## config.mk

```make
export PLATFORM = sky130hd
export DESIGN_NAME = sobel_linebuf_ctrl
export DESIGN_NICKNAME = d
export VERILOG_FILES = /design/src/rtl/sobel_linebuf_ctrl.sv
export SDC_FILE = /design/constraint.sdc
export NUM_CORES = 1
export LEC_CHECK = 0
export BUFFER_PORTS_ARGS = -buffer_cell sky130_fd_sc_hd__buf_4
export CORE_MARGIN = 1
export CORE_UTILIZATION = 57
export CTS_BUF_LIST = sky130_fd_sc_hd__clkbuf_16
export CTS_CLUSTER_DIAMETER = 40
export DETAILED_ROUTE_END_ITERATION = 6
export PLACE_DENSITY = 0.91
export SLEW_MARGIN = 20
export SYNTH_ARGS = -nofsm -noshare
export SYNTH_HDL_FRONTEND = slang
export SYNTH_SLANG_ARGS = --single-unit
export TNS_END_PERCENT = 100
```

## constraint.sdc

```tcl
create_clock -name clk_i -period 5.8 [get_ports clk_i]
set_input_delay 1.16 -clock clk_i [delete_from_list [all_inputs] [get_ports clk_i]]
set_output_delay 1.16 -clock clk_i [all_outputs]
set_load 0.05 [all_outputs]
```

## src/rtl/sobel_linebuf_ctrl.sv

```systemverilog
`default_nettype none
// ============================================================================
//  Module   : sobel_linebuf_ctrl
//  Function : Sequences two alternating line buffers and emits one vertical
//             3-pixel column (rows r-2, r-1, r) per accepted input pixel.
//  Revision : 1.0  initial release
// ============================================================================
module sobel_linebuf_ctrl #(
    parameter int pix_w_p  = 8,
    parameter int width_p  = 640,
    parameter int height_p = 480
) (
    input  logic                        clk_i,
    input  logic                        reset_ni,
    input  logic                        in_valid_i,
    output logic                        in_ready_o,
    input  logic [pix_w_p-1:0]          in_data_i,
    input  logic                        in_sof_i,
    output logic [$clog2(width_p)-1:0]  ram_rd_addr_o,
    input  logic [pix_w_p-1:0]          ram0_rd_data_i,
    input  logic [pix_w_p-1:0]          ram1_rd_data_i,
    output logic                        ram0_wr_valid_o,
    output logic                        ram1_wr_valid_o,
    output logic [$clog2(width_p)-1:0]  ram_wr_addr_o,
    output logic [pix_w_p-1:0]          ram_wr_data_o,
    output logic                        out_valid_o,
    input  logic                        out_ready_i,
    output logic [pix_w_p-1:0]          out_top_o,
    output logic [pix_w_p-1:0]          out_mid_o,
    output logic [pix_w_p-1:0]          out_bot_o,
    output logic [$clog2(width_p)-1:0]  out_col_o,
    output logic [$clog2(height_p)-1:0] out_row_o,
    output logic                        out_eof_o
);
    localparam int C_COL_W = $clog2(width_p);
    localparam int C_ROW_W = $clog2(height_p);
    localparam logic [C_COL_W-1:0] C_LAST_COL = C_COL_W'(width_p - 1);
    localparam logic [C_ROW_W-1:0] C_LAST_ROW = C_ROW_W'(height_p - 1);
    localparam logic [C_ROW_W-1:0] C_ROW_TWO  = C_ROW_W'(2);

    logic [C_COL_W-1:0] r_col_cnt;
    logic [C_ROW_W-1:0] r_row_cnt;

    logic               r_s1_valid;
    logic [pix_w_p-1:0] r_s1_pix;
    logic [C_COL_W-1:0] r_s1_col;
    logic [C_ROW_W-1:0] r_s1_row;
    logic               r_s1_eof;

    logic               r_out_valid;
    logic [pix_w_p-1:0] r_top;
    logic [pix_w_p-1:0] r_mid;
    logic [pix_w_p-1:0] r_bot;
    logic [C_COL_W-1:0] r_col;
    logic [C_ROW_W-1:0] r_row;
    logic               r_eof;

    logic               w_advance;
    logic               w_in_ready;
    logic               w_accept;
    logic [C_COL_W-1:0] w_pix_col;
    logic [C_ROW_W-1:0] w_pix_row;
    logic               w_pix_eof;
    logic [pix_w_p-1:0] w_same_par;
    logic [pix_w_p-1:0] w_other_par;

    assign w_advance  = r_s1_valid & (~r_out_valid | out_ready_i);
    assign w_in_ready = ~r_s1_valid | w_advance;
    assign w_accept   = in_valid_i & w_in_ready;

    // start-of-frame overrides the running position for this pixel only
    assign w_pix_col = in_sof_i ? '0 : r_col_cnt;
    assign w_pix_row = in_sof_i ? '0 : r_row_cnt;
    assign w_pix_eof = (w_pix_col == C_LAST_COL) && (w_pix_row == C_LAST_ROW);

    // buffer of S1's own row parity still holds row r-2 until this edge's write
    assign w_same_par  = r_s1_row[0] ? ram1_rd_data_i : ram0_rd_data_i;
    assign w_other_par = r_s1_row[0] ? ram0_rd_data_i : ram1_rd_data_i;

    always_ff @(posedge clk_i or negedge reset_ni) begin
        if (!reset_ni) begin
            r_col_cnt <= '0;
            r_row_cnt <= '0;
        end else if (w_accept) begin
            if (w_pix_col == C_LAST_COL) begin
                r_col_cnt <= '0;
                r_row_cnt <= (w_pix_row == C_LAST_ROW) ? '0 : w_pix_row + 1'b1;
            end else begin
                r_col_cnt <= w_pix_col + 1'b1;
                r_row_cnt <= w_pix_row;
            end
        end
    end

    always_ff @(posedge clk_i or negedge reset_ni) begin
        if (!reset_ni) begin
            r_s1_valid <= 1'b0;
            r_s1_pix   <= '0;
            r_s1_col   <= '0;
            r_s1_row   <= '0;
            r_s1_eof   <= 1'b0;
        end else if (w_accept) begin
            r_s1_valid <= 1'b1;
            r_s1_pix   <= in_data_i;
            r_s1_col   <= w_pix_col;
            r_s1_row   <= w_pix_row;
            r_s1_eof   <= w_pix_eof;
        end else if (w_advance) begin
            r_s1_valid <= 1'b0;
        end
    end

    always_ff @(posedge clk_i or negedge reset_ni) begin
        if (!reset_ni) begin
            r_out_valid <= 1'b0;
            r_top       <= '0;
            r_mid       <= '0;
            r_bot       <= '0;
            r_col       <= '0;
            r_row       <= '0;
            r_eof       <= 1'b0;
        end else if (w_advance) begin
            r_out_valid <= 1'b1;
            r_top       <= (r_s1_row >= C_ROW_TWO) ? w_same_par : '0;
            r_mid       <= (r_s1_row != '0) ? w_other_par : '0;
            r_bot       <= r_s1_pix;
            r_col       <= r_s1_col;
            r_row       <= r_s1_row;
            r_eof       <= r_s1_eof;
        end else if (out_ready_i) begin
            r_out_valid <= 1'b0;
        end
    end

    // while stalled the read address parks on S1's column so the RAM output stays valid
    assign ram_rd_addr_o   = w_accept ? w_pix_col : r_s1_col;
    assign ram0_wr_valid_o = w_advance & ~r_s1_row[0];
    assign ram1_wr_valid_o = w_advance &  r_s1_row[0];
    assign ram_wr_addr_o   = r_s1_col;
    assign ram_wr_data_o   = r_s1_pix;

    assign in_ready_o  = w_in_ready;
    assign out_valid_o = r_out_valid;
    assign out_top_o   = r_top;
    assign out_mid_o   = r_mid;
    assign out_bot_o   = r_bot;
    assign out_col_o   = r_col;
    assign out_row_o   = r_row;
    assign out_eof_o   = r_eof;

endmodule
`default_nettype wire

```

# After elaboration in Yosys (flattened, before gate mapping)
# Index checks and enable logic that the tools add are counted.
totals:
  elab_cells: 46
  inputBits: 29
  output_inout_bits: 76
  reg_bits: 93
classes:
  eq_ne: 2
  addsub: 2
  order_cmp: 1
  muxes: 14
  n_bitwise: 9
  n_reduce_logical: 4
op_table:
  columns: ["cell", "n"]
  rows:
  - ["$mux 8", 4]
  - ["$mux 10", 3]
  - ["$mux 9", 3]
  - ["$add 10x1->10 const B", 1]
  - ["$eq 10x10->1 const B", 1]
  - ["$add 9x1->9 const B", 1]
  - ["$eq 9x9->1 const B", 1]
  - ["$ge 9x2->1 const B", 1]
  - ["$reduce_bool 9->1", 1]
  - ["$and 1x1->1", 4]
  - ["$mux 1", 4]
  - ["$reduce_bool 2->1", 2]
  - ["$not 1->1", 3]
  - ["$or 1x1->1", 2]
  - ["$logic_and 1x1->1", 1]

# Longest topological paths before layout
# Gate-level depths: netlist of the first run.
logic_depth:
  depth_word: 6
  depth_mapped: 9

# Worst setup path before layout of the first run
# OpenSTA, ideal clock, no wires.
synth_path:
  path_kind: "input -> output"
  start: "input out_ready_i"
  end: "output ram_rd_addr_o[8]"
  setup_slack_ps: 1236
  t_required_ps: 4640
  arrival_ps: 3404
  n_path_buf: 1
  cell_stages: 4
  path_cell_list: "nand3b_1 > nand2_1 > clkbuf_1 > o31ai_1"
synth_between:
  elab_chain_cells: 5
synth_rtl:
  columns: ["item", "line", "text"]
  rows:
  - ["from (decl)", "27", "input logic out_ready_i,"]
  - ["$or 1x1->1", "67", "assign w_advance = r_s1_valid & (~r_out_valid | out_ready_i);"]
  - ["$and 1x1->1", "67", null]
  - ["$or 1x1->1", "68", "assign w_in_ready = ~r_s1_valid | w_advance;"]
  - ["$and 1x1->1", "69", "assign w_accept = in_valid_i & w_in_ready;"]
  - ["$mux 10", null, null]
  - ["to (decl)", "19", "output logic [$clog2(width_p)-1:0] ram_rd_addr_o,"]
# No other way between the ends.

# Worst setup path in the final report of the first run
layout_path:
  start: "input out_ready_i"
  end: "output ram_rd_addr_o[0]"
# Same word-level chain as after synthesis.

==> results.py, run 1 <==
metrics = {
    "final_layout": {
        "drive_gt1_share_pct": 26.27,
        "fin_nets": 559,
        "syn_to_final_growth_pct": 26.80,
        "diodes": 0,
        "fill_cells": 432,
    },
    "min_path": {
        "whs_path_depth": 2,
        "hold_path.class": "register to register",
        "hold_start": "r_s1_eof",
        "worstHoldEndpoint": "out_eof_o",
    },
    "synth": {
        "yosysTopAreaCell": "dfrtp_1",
        "ys_types": 46,
        "syn_nets": 465,
        "synthTopCellsByCount": "nand2_1 (139), dfrtp_1 (93), o21ai_0 (32)",
        "synth-seq-cells": 93,
        "synth_edf_count": 0,
        "avgSynthCellArea_um2": 9.669,
        "yosys.area.top_type_share_pct": 55.46,
        "ys_seq_area_share_pct": 55.46,
        "synth.area.top_cells": "dfrtp_1 (55%), nand2_1 (12%), mux2i_1 (4.3%)",
        "async_reset_ff_share_pct": 100.0,
        "synth_area_mm2": 0.004197,
        "post-synth-top-count-cell": "nand2_1",
        "synthCells": 434,
        "synth-main-ff-cell": "dfrtp_1",
        "ys_warn_count": 0,
    },
    "sta": {
        "tns_ns": 0,
        "worstMarginPinSlew_ns": 1.038,
        "post-route-period-util_pct": 73.66,
        "maxSlewHeadroom_pct": 30.78,
        "min_period_ns": 4.272,
        "final-hold-violation-count": 0,
        "skew_ns": 0.01034,
        "setup_viol": 0,
        "rsz0062_at_grt": "no",
        "fmax_mhz": 234.1,
        "slew_viol_final": 0,
    },
    "floorplanning": {
        "core_mm2": 0.006944,
        "dieWidth_um": 87.81,
        "row_count": 30,
        "ios": 105,
        "start_util_pct": 60.43,
        "dieArea_mm2": 0.007710,
        "die_y_um": 87.81,
    },
    "detailed_routing": {
        "wirelength_mm": 11.81,
        "postRouteAntennaNets": 0,
        "first_pass_iters": 5,
        "drt_iter0_drc": 251,
        "vias": 3872,
        "avgViaCountPerCell": 6.156,
        "wl_per_cell_um": 18.77,
        "drc": 0,
    },
    "worst_setup_path": {
        "start_kind": "input pin",
        "arrival_ns": 3.11,
        "crit_required_ns": 4.64,
        "worstReg2RegEnd": "r_row_cnt[4]",
        "r2r_slack_ns": 3.27,
        "timing.rr.start": "r_col_cnt[1]",
        "endpoint_kind": "primary output",
        "critical_path_class": "input pin to primary output",
        "reg2regPathDepth": 6,
        "crit_fanout": 26,
    },
    "placement": {
        "hpwl_mm": 7.653,
        "gp_congestion": 0.8814,
        "port_buffers": 104,
    },
    "cts": {
        "postCtsSetupBuffers": 0,
        "clk_pin_slew_ns": 0.07,
        "cts_sinks": 93,
        "root_buffer": "clkbuf_16",
        "clockBufferDepth": 2,
        "worstSkewPairLatency_ns": 0.35,
        "postCtsHoldBufs": 0,
        "cts_max_level": 3,
        "cts_inserted_buffers": 9,
        "cts_tree": "yes",
        "cts_resized": 0,
    },
    "global_route": {
        "antenna_found_initial": 0,
        "grt_overflow": 0,
        "grt_max_degree": 94,
        "grt_util_all_layers_pct": 31.28,
        "grt_pass1_wl_mm": 18.06,
        "grt_pass1_vias": 3739,
    },
    "run_status": {
        "status": "complete, no violations",
    },
    "power_and_ir_drop": {
        "vdd_drop_max_mv": 0.1626,
        "cellLeakagePower_nw": 2.608,
        "p_per_area_mw_per_mm2": 326.4,
        "power.total_mw": 1.737,
    },
    "job": {
        "max_cap_violations": 0,
    },
}
logic make-up (layout without fill, tap and decap cells):
group           Yosys count  after routing  share of synthesized area [%]
compound gates           63             63                          9.243
mux                      30             30                          7.513
flops                    93             93                          55.46
simple gates            220            220                          24.66
buf+inv                  26            125                          2.534
fa+ha+maj                 2              2                         0.5962
through the flow:
stage | area, um^2 | setup slack (ns) | cells | utilization (%) | hold WS [ns]
CTS | 5313 | 1.573 | 629 | 76.50 | 0.4777
global placement | 5016 | 1.731 | 613 | 72.23 | 0.4473
global route | 5321 | 1.502 | 629 | 76.63 | 0.4941
finish | 5321 | 1.528 | 629 | 76.63 | 0.4814
floorplan | 4197 | 1.236 | 434 | - | 0.4386
detailed placement | 5016 | 1.601 | 613 | 72.23 | 0.4594
power breakdown:
group          internal [mW]  switching (mW)
logic                  0.111           0.281
clock network          0.335           0.260
registers              0.697          0.0526
registers in the layout, indices dropped and copies added, names as in the netlist, 9 cells and up:
signal         cells
r_row_cnt          9
out_col_o         10
r_col_cnt         10
out_row_o          9
ram_wr_addr_o     10
r_s1_row           9
worst max-delay path: stages:
cell and delay [ns]:
buf_4 0.08, nand3b_1 0.34, and2_1 0.89, mux2_2 0.44, buf_4 0.19
cell type report:
| type | instances | area (um^2) | share of cell area [%] |
|---|---|---|---|
| Sequential cell | 93 | 2327 | 43.73 |
| Multi-Input combinational cell | 315 | 1770 | 33.27 |
| Timing Repair Buffer | 105 | 792.0 | 14.88 |
| Clock buffer | 9 | 225.2 | 4.232 |
| Tap cell | 96 | 120.1 | 2.257 |
| Clock inverter | 7 | 71.32 | 1.340 |
| Inverter | 4 | 15.01 | 0.2822 |
how the worst max path moves through the flow:
stage                      startpoint               end  slack (ns)  cells after the start
after floorplan           out_ready_i  ram_rd_addr_o[8]        1.24                      4
after detailed placement  out_ready_i  ram_rd_addr_o[5]        1.60                      5
final                     out_ready_i  ram_rd_addr_o[0]        1.53                      5
after global placement    out_ready_i  ram_rd_addr_o[6]        1.73                      5
after global routing      out_ready_i  ram_rd_addr_o[0]        1.50                      5
after CTS                 out_ready_i  ram_rd_addr_o[5]        1.57                      5
cell usage in the layout, fill, tap and decap left out, types with 4 or more instances in the layout:
cell       instances
mux2i_1           18
nand4_1            4
clkbuf_16          9
mux2_2            12
inv_1              4
nand2b_1          13
buf_4            104
nand2_1          138
nand3_1           12
nor2_1             9
nor4_1             9
nor2b_1            6
o31ai_1            6
o21ai_0           32
dfrtp_1           93
or4_1              4
a21oi_1            6
per-layer routing:
| layer | up-vias | part of all wire, % | global-route usage (%) |
|---|---|---|---|
| li1 | 1693 | - | - |
| met5 | - | 0 | 0 |
| met1 | 1894 | 39 | 37.26 |
| met2 | 233 | 49 | 52.43 |
| met3 | 52 | 7.7 | 6.880 |
| met4 | 0 | 4.3 | 18.18 |
Note: power is estimated with default switching activity, not from simulation.
==> run 2: changes to the inputs <==
--- a/config.mk
+++ b/config.mk
@@ -7,11 +7,11 @@
 export LEC_CHECK = 0
 export BUFFER_PORTS_ARGS = -buffer_cell sky130_fd_sc_hd__buf_4
 export CORE_MARGIN = 1
-export CORE_UTILIZATION = 57
+export CORE_UTILIZATION = 53
 export CTS_BUF_LIST = sky130_fd_sc_hd__clkbuf_16
 export CTS_CLUSTER_DIAMETER = 40
 export DETAILED_ROUTE_END_ITERATION = 6
-export PLACE_DENSITY = 0.91
+export PLACE_DENSITY = 0.86
 export SLEW_MARGIN = 20
 export SYNTH_ARGS = -nofsm -noshare
 export SYNTH_HDL_FRONTEND = slang
==> constraint.sdc (replaced) <==
create_clock -name clk_i -period 4.1 [get_ports clk_i]
set_input_delay 0.82 -clock clk_i [delete_from_list [all_inputs] [get_ports clk_i]]
set_output_delay 0.82 -clock clk_i [all_outputs]
set_load 0.05 [all_outputs]
==> results.py, run 2 (synthesis gave the netlist of run 1 again) <==
metrics = {
    "run_status": {
        "status": "complete, no violations",
    },
    "final_layout": {
        "diodes": 0,
        "syn_to_final_growth_pct": 28.12,
        "fin_nets": 563,
        "drive_gt1_share_pct": 26.87,
        "mostFrequentLayoutCells": "nand2_1 (138), buf_4 (108), dfrtp_1 (93)",
        "utilization_pct": 69.94,
        "layout_commonest_cell": "nand2_1",
    },
    "sta": {
        "fmax_mhz": 322.0,
        "maxSlewHeadroom_pct": 39.62,
        "rsz0062_at_grt": "no",
        "skew_ns": 0.008116,
        "min_period_ns": 3.106,
        "tns_ns": 0,
        "setup_viol": 0,
        "slew_viol_final": 0,
        "post-route-period-util_pct": 75.76,
        "worstMarginPinSlew_ns": 0.9057,
        "final-hold-violation-count": 0,
    },
    "cts": {
        "cts_sinks": 93,
        "clockBufferDepth": 2,
        "cts_max_level": 3,
        "clk_pin_slew_ns": 0.07,
        "cts_tree": "yes",
        "worstSkewPairLatency_ns": 0.34,
        "root_buffer": "clkbuf_16",
        "postCtsHoldBufs": 0,
        "cts_inserted_buffers": 9,
        "postCtsSetupBuffers": 0,
        "cts_resized": 0,
    },
    "floorplanning": {
        "dieArea_mm2": 0.008277,
        "die_y_um": 90.98,
        "row_count": 32,
        "dieWidth_um": 90.98,
        "ios": 105,
        "start_util_pct": 54.59,
        "core_mm2": 0.007687,
    },
    "placement": {
        "gp_congestion": 0.8858,
        "hpwl_mm": 6.937,
        "port_buffers": 104,
    },
    "worst_setup_path": {
        "cpPeakStageDelay_ns": 0.51,
        "crit_required_ns": 3.28,
        "path_cells": "buf_4 -> nand3b_1 -> and2_1 -> mux2_2 -> buf_4",
        "endpoint_kind": "primary output",
        "path_delay_family": "simple AND/OR/NAND/NOR gates",
        "critical_path_class": "input pin to primary output",
        "r2r_slack_ns": 1.62,
        "crit_fanout": 12,
        "start_kind": "input pin",
        "crit_buf_inv": 2,
        "slowest_stage": "and2_1",
        "arrival_ns": 2.29,
        "crit_top_cell": "buf_4",
    },
    "detailed_routing": {
        "drc": 0,
        "first_pass_iters": 5,
        "postRouteAntennaNets": 0,
        "wirelength_mm": 10.16,
        "avgViaCountPerCell": 5.737,
        "wl_per_cell_um": 15.93,
        "vias": 3660,
        "drt_iter0_drc": 241,
    },
    "min_path": {
        "hold_path.class": "register to register",
    },
    "power_and_ir_drop": {
        "vdd_drop_max_mv": 0.2281,
        "cellLeakagePower_nw": 2.637,
        "power.total_mw": 2.485,
        "p_per_area_mw_per_mm2": 462.2,
    },
    "global_route": {
        "grt_pass1_wl_mm": 17.29,
        "grt_max_degree": 94,
        "grt_overflow": 0,
        "antenna_found_initial": 0,
        "grt_util_all_layers_pct": 26.43,
        "grt_pass1_vias": 3598,
    },
    "job": {
        "max_cap_violations": 0,
    },
}
[run 2: through the flow]
step,instance area (um^2),setup slack [ns],hold slack (ns),cells
2_1_floorplan,4197,0.2159,0.4386,434
3_3_place_gp,5054,1.041,0.4502,623
3_5_place_dp,5054,1.010,0.4641,623
4_1_cts,5373,1.004,0.4815,638
5_1_grt,5376,0.9053,0.4996,638
6_report,5376,0.9940,0.4801,638
[run 2: per-layer routing]
layer,GRT usage [%],vias to the layer above,wire length (um)
li1,-,1690,-
met1,35.01,1775,4210
met2,42.30,169,4918
met3,4.858,26,726
met4,12.57,0,308
met5,0,-,0
[run 2: cell type report]
cell class                      instances  area (um^2)
Timing Repair Buffer                  109        822.0
Fill cell                             558         2311
Sequential cell                        93         2327
Clock inverter                          6        93.84
Inverter                                4        15.01
Clock buffer                            9        225.2
Tap cell                              102        127.6
Multi-Input combinational cell        315         1765
[run 2: where the power goes]
part / switching [mW] / internal (mW)
logic: 0.388 / 0.159
registers: 0.0665 / 0.987
clock network: 0.348 / 0.536
total: 0.803 / 1.68
[run 2: tightest hold or removal path, delay by kind of cell, from the launching register on]
family	cells	cell delay, ns
flip-flops	1	0.34
AND/OR/NAND/NOR	2	0.10
[run 2: worst paths after layout]
| path | startpoint | to | cells after the start |
|---|---|---|---|
| max | out_ready_i | ram_rd_addr_o[6] | 5 |
| min | out_bot_o[0] | out_bot_o[0] | 2 |
| max reg2reg | r_col_cnt[0] | r_row_cnt[4] | 7 |
| min reg2reg | out_bot_o[0] | out_bot_o[0] | 2 |
| max in group asynchronous | reset_ni | r_row_cnt[5] | 1 |
| min in group asynchronous | reset_ni | ram_wr_data_o[0] | 1 |
